==> src/rtl/gauss_blur3x3_pkg.sv <==
// Shared constants, FSM encoding and the per-channel 3x3 Gaussian kernel
// used by the gauss_blur3x3 filter.
package gauss_blur3x3_pkg;

  localparam int PIX_W      = 24;
  localparam int CH_W       = 8;
  localparam int NUM_CH     = 3;
  localparam int SUM_W      = 12;
  localparam int DEF_WIDTH  = 30;
  localparam int DEF_HEIGHT = 30;

  localparam logic [1:0] ST_IDLE  = 2'd0;
  localparam logic [1:0] ST_RUN   = 2'd1;
  localparam logic [1:0] ST_FLUSH = 2'd2;
  localparam logic [1:0] ST_DONE  = 2'd3;

  // pix[2] = R, pix[1] = G, pix[0] = B
  typedef logic [NUM_CH-1:0][CH_W-1:0] pix_t;

  // taps are row-major, taps[4] is the centre; weights 1-2-1 / 2-4-2 / 1-2-1.
  // Max sum 16*255+8 = 4088 still fits SUM_W, so the result never exceeds 255.
  function automatic logic [CH_W-1:0] blur_ch(input logic [8:0][CH_W-1:0] taps);
    logic [SUM_W-1:0] s;
    s = SUM_W'(taps[0]) + SUM_W'(taps[2]) + SUM_W'(taps[6]) + SUM_W'(taps[8])
      + ((SUM_W'(taps[1]) + SUM_W'(taps[3]) + SUM_W'(taps[5]) + SUM_W'(taps[7])) << 1)
      + (SUM_W'(taps[4]) << 2)
      + SUM_W'(8);
    return s[SUM_W-1:4];
  endfunction

endpackage

==> src/rtl/gauss_blur3x3_line_buffer.sv <==
// One-row delay line: dout is the pixel written DEPTH enabled shifts ago.
// Ring buffer with a single pointer; contents are never reset.
module gauss_blur3x3_line_buffer
  import gauss_blur3x3_pkg::*;
#(
  parameter int DEPTH = DEF_WIDTH
) (
  input  logic             clk,
  input  logic             rst,
  input  logic             en,
  input  logic [PIX_W-1:0] din,
  output logic [PIX_W-1:0] dout
);

  localparam int PW = (DEPTH > 1) ? $clog2(DEPTH) : 1;

  logic [PIX_W-1:0] mem [DEPTH];
  logic [PW-1:0]    ptr;

  assign dout = mem[ptr];

  always_ff @(posedge clk or posedge rst) begin
    if (rst)     ptr <= '0;
    else if (en) ptr <= (ptr == PW'(DEPTH-1)) ? '0 : ptr + PW'(1);
  end

  always_ff @(posedge clk) begin
    if (en) mem[ptr] <= din;
  end

endmodule

==> src/rtl/gauss_blur3x3.sv <==
// Streaming 3x3 Gaussian blur over a WIDTH x HEIGHT RGB frame in raster order.
// Border pixels pass through unfiltered; output k follows input k+WIDTH+1.
module gauss_blur3x3
  import gauss_blur3x3_pkg::*;
#(
  parameter  int WIDTH  = DEF_WIDTH,
  parameter  int HEIGHT = DEF_HEIGHT,
  localparam int N      = WIDTH * HEIGHT,
  localparam int ADDR_W = $clog2(N)
) (
  input  logic              clk,
  input  logic              rst,
  input  logic              start,
  input  logic              in_valid,
  input  logic [PIX_W-1:0]  pexil_in,
  output logic [PIX_W-1:0]  pexil_out,
  output logic              out_valid,
  output logic [ADDR_W-1:0] write_adrr,
  output logic              done
);

  localparam int CNT_W = $clog2(N + WIDTH + 2);
  localparam int COL_W = $clog2(WIDTH + 1);
  localparam int ROW_W = $clog2(HEIGHT + 1);

  logic [1:0]        state;
  logic [CNT_W-1:0]  in_cnt;
  logic [ADDR_W-1:0] out_cnt;
  logic [COL_W-1:0]  out_col;
  logic [ROW_W-1:0]  out_row;
  logic              out_pend;

  pix_t win [3][3];
  pix_t pix_new, lb1_q, lb2_q, blur_pix, next_pix;
  logic shift_en, shift_vld, is_border;

  // Flush drains the pipeline by shifting zeros for the last WIDTH+1 slots.
  assign shift_en = start && (((state == ST_RUN) && in_valid) ||
                    ((state == ST_FLUSH) && (in_cnt < CNT_W'(N + WIDTH + 1))));
  assign shift_vld = shift_en && (in_cnt >= CNT_W'(WIDTH + 1));
  assign pix_new   = (state == ST_RUN) ? pix_t'(pexil_in) : '0;

  gauss_blur3x3_line_buffer #(.DEPTH(WIDTH)) u_lb_row1 (
    .clk  (clk),
    .rst  (rst),
    .en   (shift_en),
    .din  (pix_new),
    .dout (lb1_q)
  );

  gauss_blur3x3_line_buffer #(.DEPTH(WIDTH)) u_lb_row2 (
    .clk  (clk),
    .rst  (rst),
    .en   (shift_en),
    .din  (lb1_q),
    .dout (lb2_q)
  );

  // Row 0 is the oldest line, column 2 the newest pixel; win[1][1] is the centre.
  always_ff @(posedge clk) begin
    if (shift_en) begin
      for (int r = 0; r < 3; r++) begin
        win[r][0] <= win[r][1];
        win[r][1] <= win[r][2];
      end
      win[0][2] <= lb2_q;
      win[1][2] <= lb1_q;
      win[2][2] <= pix_new;
    end
  end

  for (genvar ch = 0; ch < NUM_CH; ch++) begin : g_ch
    logic [8:0][CH_W-1:0] taps;
    for (genvar r = 0; r < 3; r++) begin : g_r
      for (genvar c = 0; c < 3; c++) begin : g_c
        assign taps[r*3+c] = win[r][c][ch];
      end
    end
    assign blur_pix[ch] = blur_ch(taps);
  end

  // Border outputs never look at neighbours, so stale line-buffer data is masked.
  assign is_border = (out_row == '0) || (out_row == ROW_W'(HEIGHT - 1)) ||
                     (out_col == '0) || (out_col == COL_W'(WIDTH - 1));
  assign next_pix  = is_border ? win[1][1] : blur_pix;

  always_ff @(posedge clk or posedge rst) begin
    if (rst) begin
      state      <= ST_IDLE;
      in_cnt     <= '0;
      out_cnt    <= '0;
      out_col    <= '0;
      out_row    <= '0;
      out_pend   <= 1'b0;
      pexil_out  <= '0;
      out_valid  <= 1'b0;
      write_adrr <= '0;
      done       <= 1'b0;
    end else begin
      out_valid <= 1'b0;
      out_pend  <= shift_vld;
      case (state)
        ST_IDLE: begin
          done <= 1'b0;
          if (start) begin
            state    <= ST_RUN;
            in_cnt   <= '0;
            out_cnt  <= '0;
            out_col  <= '0;
            out_row  <= '0;
            out_pend <= 1'b0;
          end
        end
        ST_RUN, ST_FLUSH: begin
          if (!start) begin
            state    <= ST_IDLE;
            in_cnt   <= '0;
            out_cnt  <= '0;
            out_col  <= '0;
            out_row  <= '0;
            out_pend <= 1'b0;
          end else begin
            if (shift_en) in_cnt <= in_cnt + CNT_W'(1);
            if ((state == ST_RUN) && shift_en && (in_cnt == CNT_W'(N - 1)))
              state <= ST_FLUSH;
            if (out_pend) begin
              pexil_out  <= next_pix;
              write_adrr <= out_cnt;
              out_valid  <= 1'b1;
              out_cnt    <= out_cnt + ADDR_W'(1);
              if (out_col == COL_W'(WIDTH - 1)) begin
                out_col <= '0;
                out_row <= out_row + ROW_W'(1);
              end else begin
                out_col <= out_col + COL_W'(1);
              end
              if (out_cnt == ADDR_W'(N - 1)) begin
                state <= ST_DONE;
                done  <= 1'b1;
              end
            end
          end
        end
        default: begin
          if (!start) begin
            state <= ST_IDLE;
            done  <= 1'b0;
          end
        end
      endcase
    end
  end

endmodule

==> config.mk <==
export PLATFORM = sky130hd
export DESIGN_NAME = gauss_blur3x3
export DESIGN_NICKNAME = d
export VERILOG_FILES = /design/src/rtl/gauss_blur3x3_pkg.sv /design/src/rtl/gauss_blur3x3_line_buffer.sv /design/src/rtl/gauss_blur3x3.sv
export SDC_FILE = /design/constraint.sdc
export NUM_CORES = 2
export LEC_CHECK = 0
export CAP_MARGIN = 10
export CELL_PAD_IN_SITES_DETAIL_PLACEMENT = 1
export CELL_PAD_IN_SITES_GLOBAL_PLACEMENT = 1
export CORE_UTILIZATION = 40
export CTS_BUF_LIST = sky130_fd_sc_hd__clkbuf_2 sky130_fd_sc_hd__clkbuf_4 sky130_fd_sc_hd__clkbuf_8
export CTS_CLUSTER_DIAMETER = 40
export DETAILED_ROUTE_END_ITERATION = 6
export PLACE_DENSITY_LB_ADDON = 0.1
export SLEW_MARGIN = 20
export SYNTH_ARGS = -nofsm -noshare
export SYNTH_HDL_FRONTEND = slang
export SYNTH_SLANG_ARGS = --single-unit
export TNS_END_PERCENT = 50
==> constraint.sdc <==
create_clock -name clk -period 9.55 [get_ports clk]
set_clock_uncertainty 0.2 [all_clocks]
set_input_delay 1.91 -clock clk [delete_from_list [all_inputs] [get_ports clk]]
set_output_delay 1.91 -clock clk [all_outputs]
set_load 0.05 [all_outputs]
# Word-level counts from Yosys, hierarchy flattened
# Memories as Yosys holds them, arrays and structs flattened.
# Index checks and enable logic that the tools add are counted.
# op_classes
muxes,40
eq_ne,16
n_reduce_logical,21
add_sub_neg,33
n_lt_le_gt_ge,2
# op_table
cell,count
10-bit by 8-bit adder with 11-bit output,6
9-bit by 8-bit adder with 10-bit output,6
8-bit by 8-bit adder with 9-bit output,6
10-bit 2-to-1 mux,5
24-bit 2-to-1 mux,2
5-bit 2-to-1 mux,9
10-bit case mux with 2 select lines,2
11-bit by 12-bit adder with 12-bit output,3
12-bit by 10-bit adder with 12-bit output,3
"12-bit by 4-bit adder with 12-bit output, second input constant",3
"10-bit by 1-bit adder with 10-bit output, second input constant",2
"5-bit by 1-bit adder with 5-bit output, second input constant",4
"10-bit equality test, second input constant",2
"5-bit equality test, second input constant",4
5-bit case mux with 2 select lines,2
2-bit 2-to-1 mux,6
1-bit 2-to-1 mux,11
"10-bit by 5-bit greater-or-equal comparator with 1-bit output, second input constant",1
5-bit zero test,2
"10-bit < comparator, second input constant",1
"3-bit inequality test, second input constant",3
3-bit AND reduction,3
"2-bit inequality test, second input constant",4
4-bit AND reduction,2
11 further kinds,20
# totals
inputBits,28
register_bits,79
word_cells,127
output_inout_bits,36
mem_count,3
ram_bits,1656
# memory_table
name,words,width,read_ports,rd_ports_with_merged_regs,wr,line,source
u_lb_row1.mem,30,24,1,0,1,gauss_blur3x3_line_buffer.sv:17,logic [PIX_W-1:0] mem [DEPTH];
u_lb_row2.mem,30,24,1,0,1,gauss_blur3x3_line_buffer.sv:17,
win,3,72,3,0,3,gauss_blur3x3.sv:33,pix_t win [3][3];

# Depth between registers and ports, before layout
# logic_depth
word_depth,11
depth_mapped,25
ltp_nobuf,25

# Modules after synthesis
# From an unflattened synthesis, not the netlist that was laid out.
# unflattened
hier_cells,4325
hier_area_um2,71801.4
# by_module_without_submodules
mod,instances,cells_per_inst,seq_area_each_um2,area_per_inst_um2
gauss_blur3x3_line_buffer at u_lb_row1,1,1521,21745.9,27898.0
gauss_blur3x3_line_buffer at u_lb_row2,1,1517,21745.9,27874.2
gauss_blur3x3,1,1287,8212.9,16029.1

# Worst setup path after synthesis
# OpenSTA, ideal clock, no wires.
# synth_path
path_kind,register to register
start,memory win[0][26] (netlist name)
end,register pexil_out[7]
path_buffers,0
synth_period_minus_slack_ns,5.753
path_slack_ns,3.797
setup_time_ns,0.128
arrival_ns,5.425
path_stages_with_launch,25
path_cell_list,edfxtp_1 inv_1 fa_1 fa_1 inv_1 ha_1 a21oi_1 nor2b_1 o21a_1 o21ai_0 nor2b_1 xnor2_1 fa_1 inv_1 fa_1 fa_1 inv_1 ha_1 ha_1 a21o_1 a21oi_1 o21ai_0 a31oi_1 mux2i_1 nand3_1
# synth_rtl
element,line,source
"start, declared",gauss_blur3x3.sv:33,
"end signal, assigned",gauss_blur3x3.sv:127,pexil_out <= next_pix;
"end, declared",gauss_blur3x3.sv:16,"output logic [PIX_W-1:0] pexil_out,"

==> metrics.md <==
| Metric | Value |
|---|---|
| Outcome | complete, but fails checks |
| Failing checks | design-rule violations |
| Clk pin slew, worst setup/hold paths | approximately 50 ps |
| Area contributors post-synth | edfxtp_1 (70%), mux4_2 (11%), fa_1 (3.9%) |
| Mapped Cells | around 3,700 |
| RSZ-0062 raised after global routing | false |
| Netlist cell types | 71 |
| Power per standard cell area | roughly 380 nW/um2 |
| R2R Setup Slk | 3220 ps |
| Wire per inst | roughly 30 um |
| CTS resizes | 0 |
| Antenna violations before repair | 16 |
| CP Capture Type | flip-flop |
| Primary FF master, synth | edfxtp_1 |
| TNS Setup | 0 ps |
| Synthesized flop and latch total | 1,735 |
| CTS Sinks | between 1,500 and 2,000 |
| Detail Route Antenna Nets | 0 |
| Final period util | 66.3% |
| Post-synth top cells | edfxtp_1 (1,656), mux4_2 (332), inv_1 (267) |
| Die height | around 420 um |
| Final hold vios | 0 |
| # placed instances | approximately 6,000 |
| Layout cell share with drive strength beyond 1 | 25.6% |
| Post-synth EDFFs | 1,656 |
| Worst EP required | between 10,000 and 15,000 ps |
| Slew Viols, Final | 0 |
| Min-delay src | win[0][92]$_DFFE_PP_ |
| First-pass GRT wire length | between 200,000 and 300,000 um |
| Detailed Place HPWL | roughly 120,000 um |
| Max Cap Viol | 0 |
| CP startpoint kind | flip-flop |
| R2r startpoint | win[0][26]$_DFFE_PP_ |
| CTS max path bufs | 4 |
| Placed inst area | 75,400 um2 |
| Vias in the first global route | ~39,000 |
| CP Max Fanout | 4 |
| Least-Margin Pin Slew | approximately 1100 ps |
| Top-Level Pins | between 60 and 70 |
| Setup violators final | 0 |
| Die Wd | 424 um |
| Setup WS post-layout | approximately 3200 ps |
| DR WL met2 | between 90,000 and 100,000 um |
| Post-place setup slack | approximately 3300 ps |
| Pleak | 27.8 nW |
| CP Class | flip-flop to flip-flop |
| CTS Buf Count | about 340 |
| Synthesized Nets | around 4,000 |
| Filler instances | ~16,000 |
| RD Place Congestion | ~0.75 |
| Root Driver | clkbuf_8 |
| Worst Hold Path EP | win[0][116]$_DFFE_PP_ |
| Post-CTS Setup Inserts | 0 |
| Final global-route overflow total | 0 |
| GRT Total Usage | 22.4% |
| Die footprint | approximately 180,000 um2 |
| Layout area overhead | 15.5% |
| Met3 WL post-DR | between 10,000 and 15,000 um |
| Top-count cell post-synth | edfxtp_1 |
| Area of the core | 176,000 um2 |
| Initial core utilization | 40.3% |
| Hold Buf Count CTS | 0 |
| Initial DRC count | approximately 3,200 |
| Routed wire length | about 200,000 um |
| WHS Path Cells | 0 |
| Non-filler cells in the finished layout | roughly 6,600 |
| Syn_area_per_cell | just under 20 um2 |
| Highest routed layer | met5 |
| R2R cell count | 24 |
| Final Cell Area | a little over 80,000 um2 |
| Async SR Flop Fraction | approximately 4.6% |
| Crit path arrival time | around 7000 ps |
| Hold Slack | approximately 240 ps |
| Clock latency on the worst-skew pair | 1050 ps |
| DR pass1 iterations | 7 |
| Post-synth top area share | between 60% and 70% |
| Port bufs | 63 |
| Sequential cell area fraction in the yosys report | between 70% and 80% |
| H-tree levels | 5 |
| Via density | between 5 and 6 |
| DR vias | 36,408 |
| Wire length on met1 | 90,500 um |
| FF-to-FF End | pexil_out[7]$_DFFE_PP0P_ |
| DRC Markers | 5 |
| Mapped Area | between 70,000 and 80,000 um2 |
| Layout net count | roughly 4,300 |
| Largest area contributor in the netlist | edfxtp_1 |
| Peak Freq | about 160 MHz |
| Maximum vdd drop | around 560 uV |
| # rows | between 150 and 200 |
| Clock period minus worst slack | roughly 6300 ps |
| Min-delay worst type | flip-flop to flip-flop |
| Largest net degree at the start of global routing | ~120 |
| Slew HR | 24.2% |
| Ys Warns | 0 |
| CTS tree | yes |
## metrics by stage
step | util, % | power, mW
floorplan | - | 19.7
global placement | 42.8 | 23.6
detailed placement | 42.8 | 23.8
CTS | 46.5 | 31.4
global route | 46.6 | 33.0
finish | 46.6 | 30.9
## logic make-up after synthesis
logic type | synth area share (%)
AO/OA/AOI/OAI | 3.69
XOR/XNOR | 0.493
adder cells (fa/ha/maj) | 5.82
buffers and inverters | 2.61
flip-flops | 72.7
multiplexers | 11.6
AND/OR/NAND/NOR | 3.10
## flip-flops by register name, indices dropped and copies added (netlist names), 2 cells and up
name and cells:
in_cnt 10, out_cnt 10, out_col 5, out_row 5, pexil_out 24, state 2
u_lb_row1.mem 720, u_lb_row1.ptr 5, u_lb_row2.mem 720, u_lb_row2.ptr 5, win 216, write_adrr 10
## cell usage in the layout, fill, tap and decap left out, drive strengths merged, types with 31 or more instances in the layout
| cell type | synthesis | final |
|---|---|---|
| a21oi | 68 | 68 |
| clkbuf | 54 | 434 |
| clkinv | 0 | 100 |
| nor2 | 145 | 145 |
| mux4 | 336 | 336 |
| dfrtp | 79 | 79 |
| nand4 | 50 | 50 |
| clkdlybuf4s50 | 0 | 63 |
| nand2 | 120 | 120 |
| fa | 138 | 138 |
| ha | 110 | 110 |
| mux2i | 57 | 57 |
| o21ai | 89 | 89 |
| buf | 99 | 134 |
| and2 | 31 | 31 |
| nand3 | 32 | 32 |
| inv | 268 | 270 |
| a22oi | 135 | 135 |
| edfxtp | 1656 | 1656 |
## worst max-delay path: stages (launching register included)
cell and delay, ps:
edfxtp_1 360, inv_1 70, fa_1 490, fa_1 540, inv_1 50, ha_1 270, a21oi_1 140, nor2b_1 80
o21a_1 180, o21ai_0 280, nor2b_1 200, xnor2_1 150, fa_1 440, inv_1 80, fa_1 420, fa_1 490
inv_1 40, ha_1 270, ha_1 340, a21o_1 220, a21oi_1 180, o21ai_0 160, a31oi_1 260, mux2i_1 230
nand3_1 90
## layout make-up
type	count	area [um2]	area share, %
clock buffers	434	5440	6.62
clock inverters	134	1190	1.45
flip-flops and latches	1735	51700	63.0
repair buffers	197	1720	2.10
diodes	2	5.00	0.00609
multi-input cells	1529	18100	22.0
inverters	268	1020	1.24
well taps	2340	2930	3.56
## worst max path at each step
stage	startpoint	endpoint	slack, ps	cells past startpoint
final	win[0][26]$_DFFE_PP_	pexil_out[7]$_DFFE_PP0P_	3220	24
after detailed placement	win[0][26]$_DFFE_PP_	pexil_out[7]$_DFFE_PP0P_	3250	24
after floorplan	win[0][26]$_DFFE_PP_	pexil_out[7]$_DFFE_PP0P_	3800	24
after CTS	win[0][41]$_DFFE_PP_	pexil_out[23]$_DFFE_PP0P_	3230	24
after global placement	win[0][41]$_DFFE_PP_	pexil_out[23]$_DFFE_PP0P_	3320	24
after global routing	win[0][41]$_DFFE_PP_	pexil_out[23]$_DFFE_PP0P_	2800	24
## per-layer routing
metal,track usage [%],vias up
li1,-,15341
met1,32.4,19526
met2,34.4,1190
met3,4.06,347
met4,6.87,4
met5,0,-
## where the power goes
group	total (mW)	internal [mW]	leakage, nW	switching [mW]
logic	13.2	5.34	8.17	7.84
clock network	7.45	4.30	3.47	3.16
registers	10.2	9.95	16.2	0.283
Power figures use the tool's default switching activity.
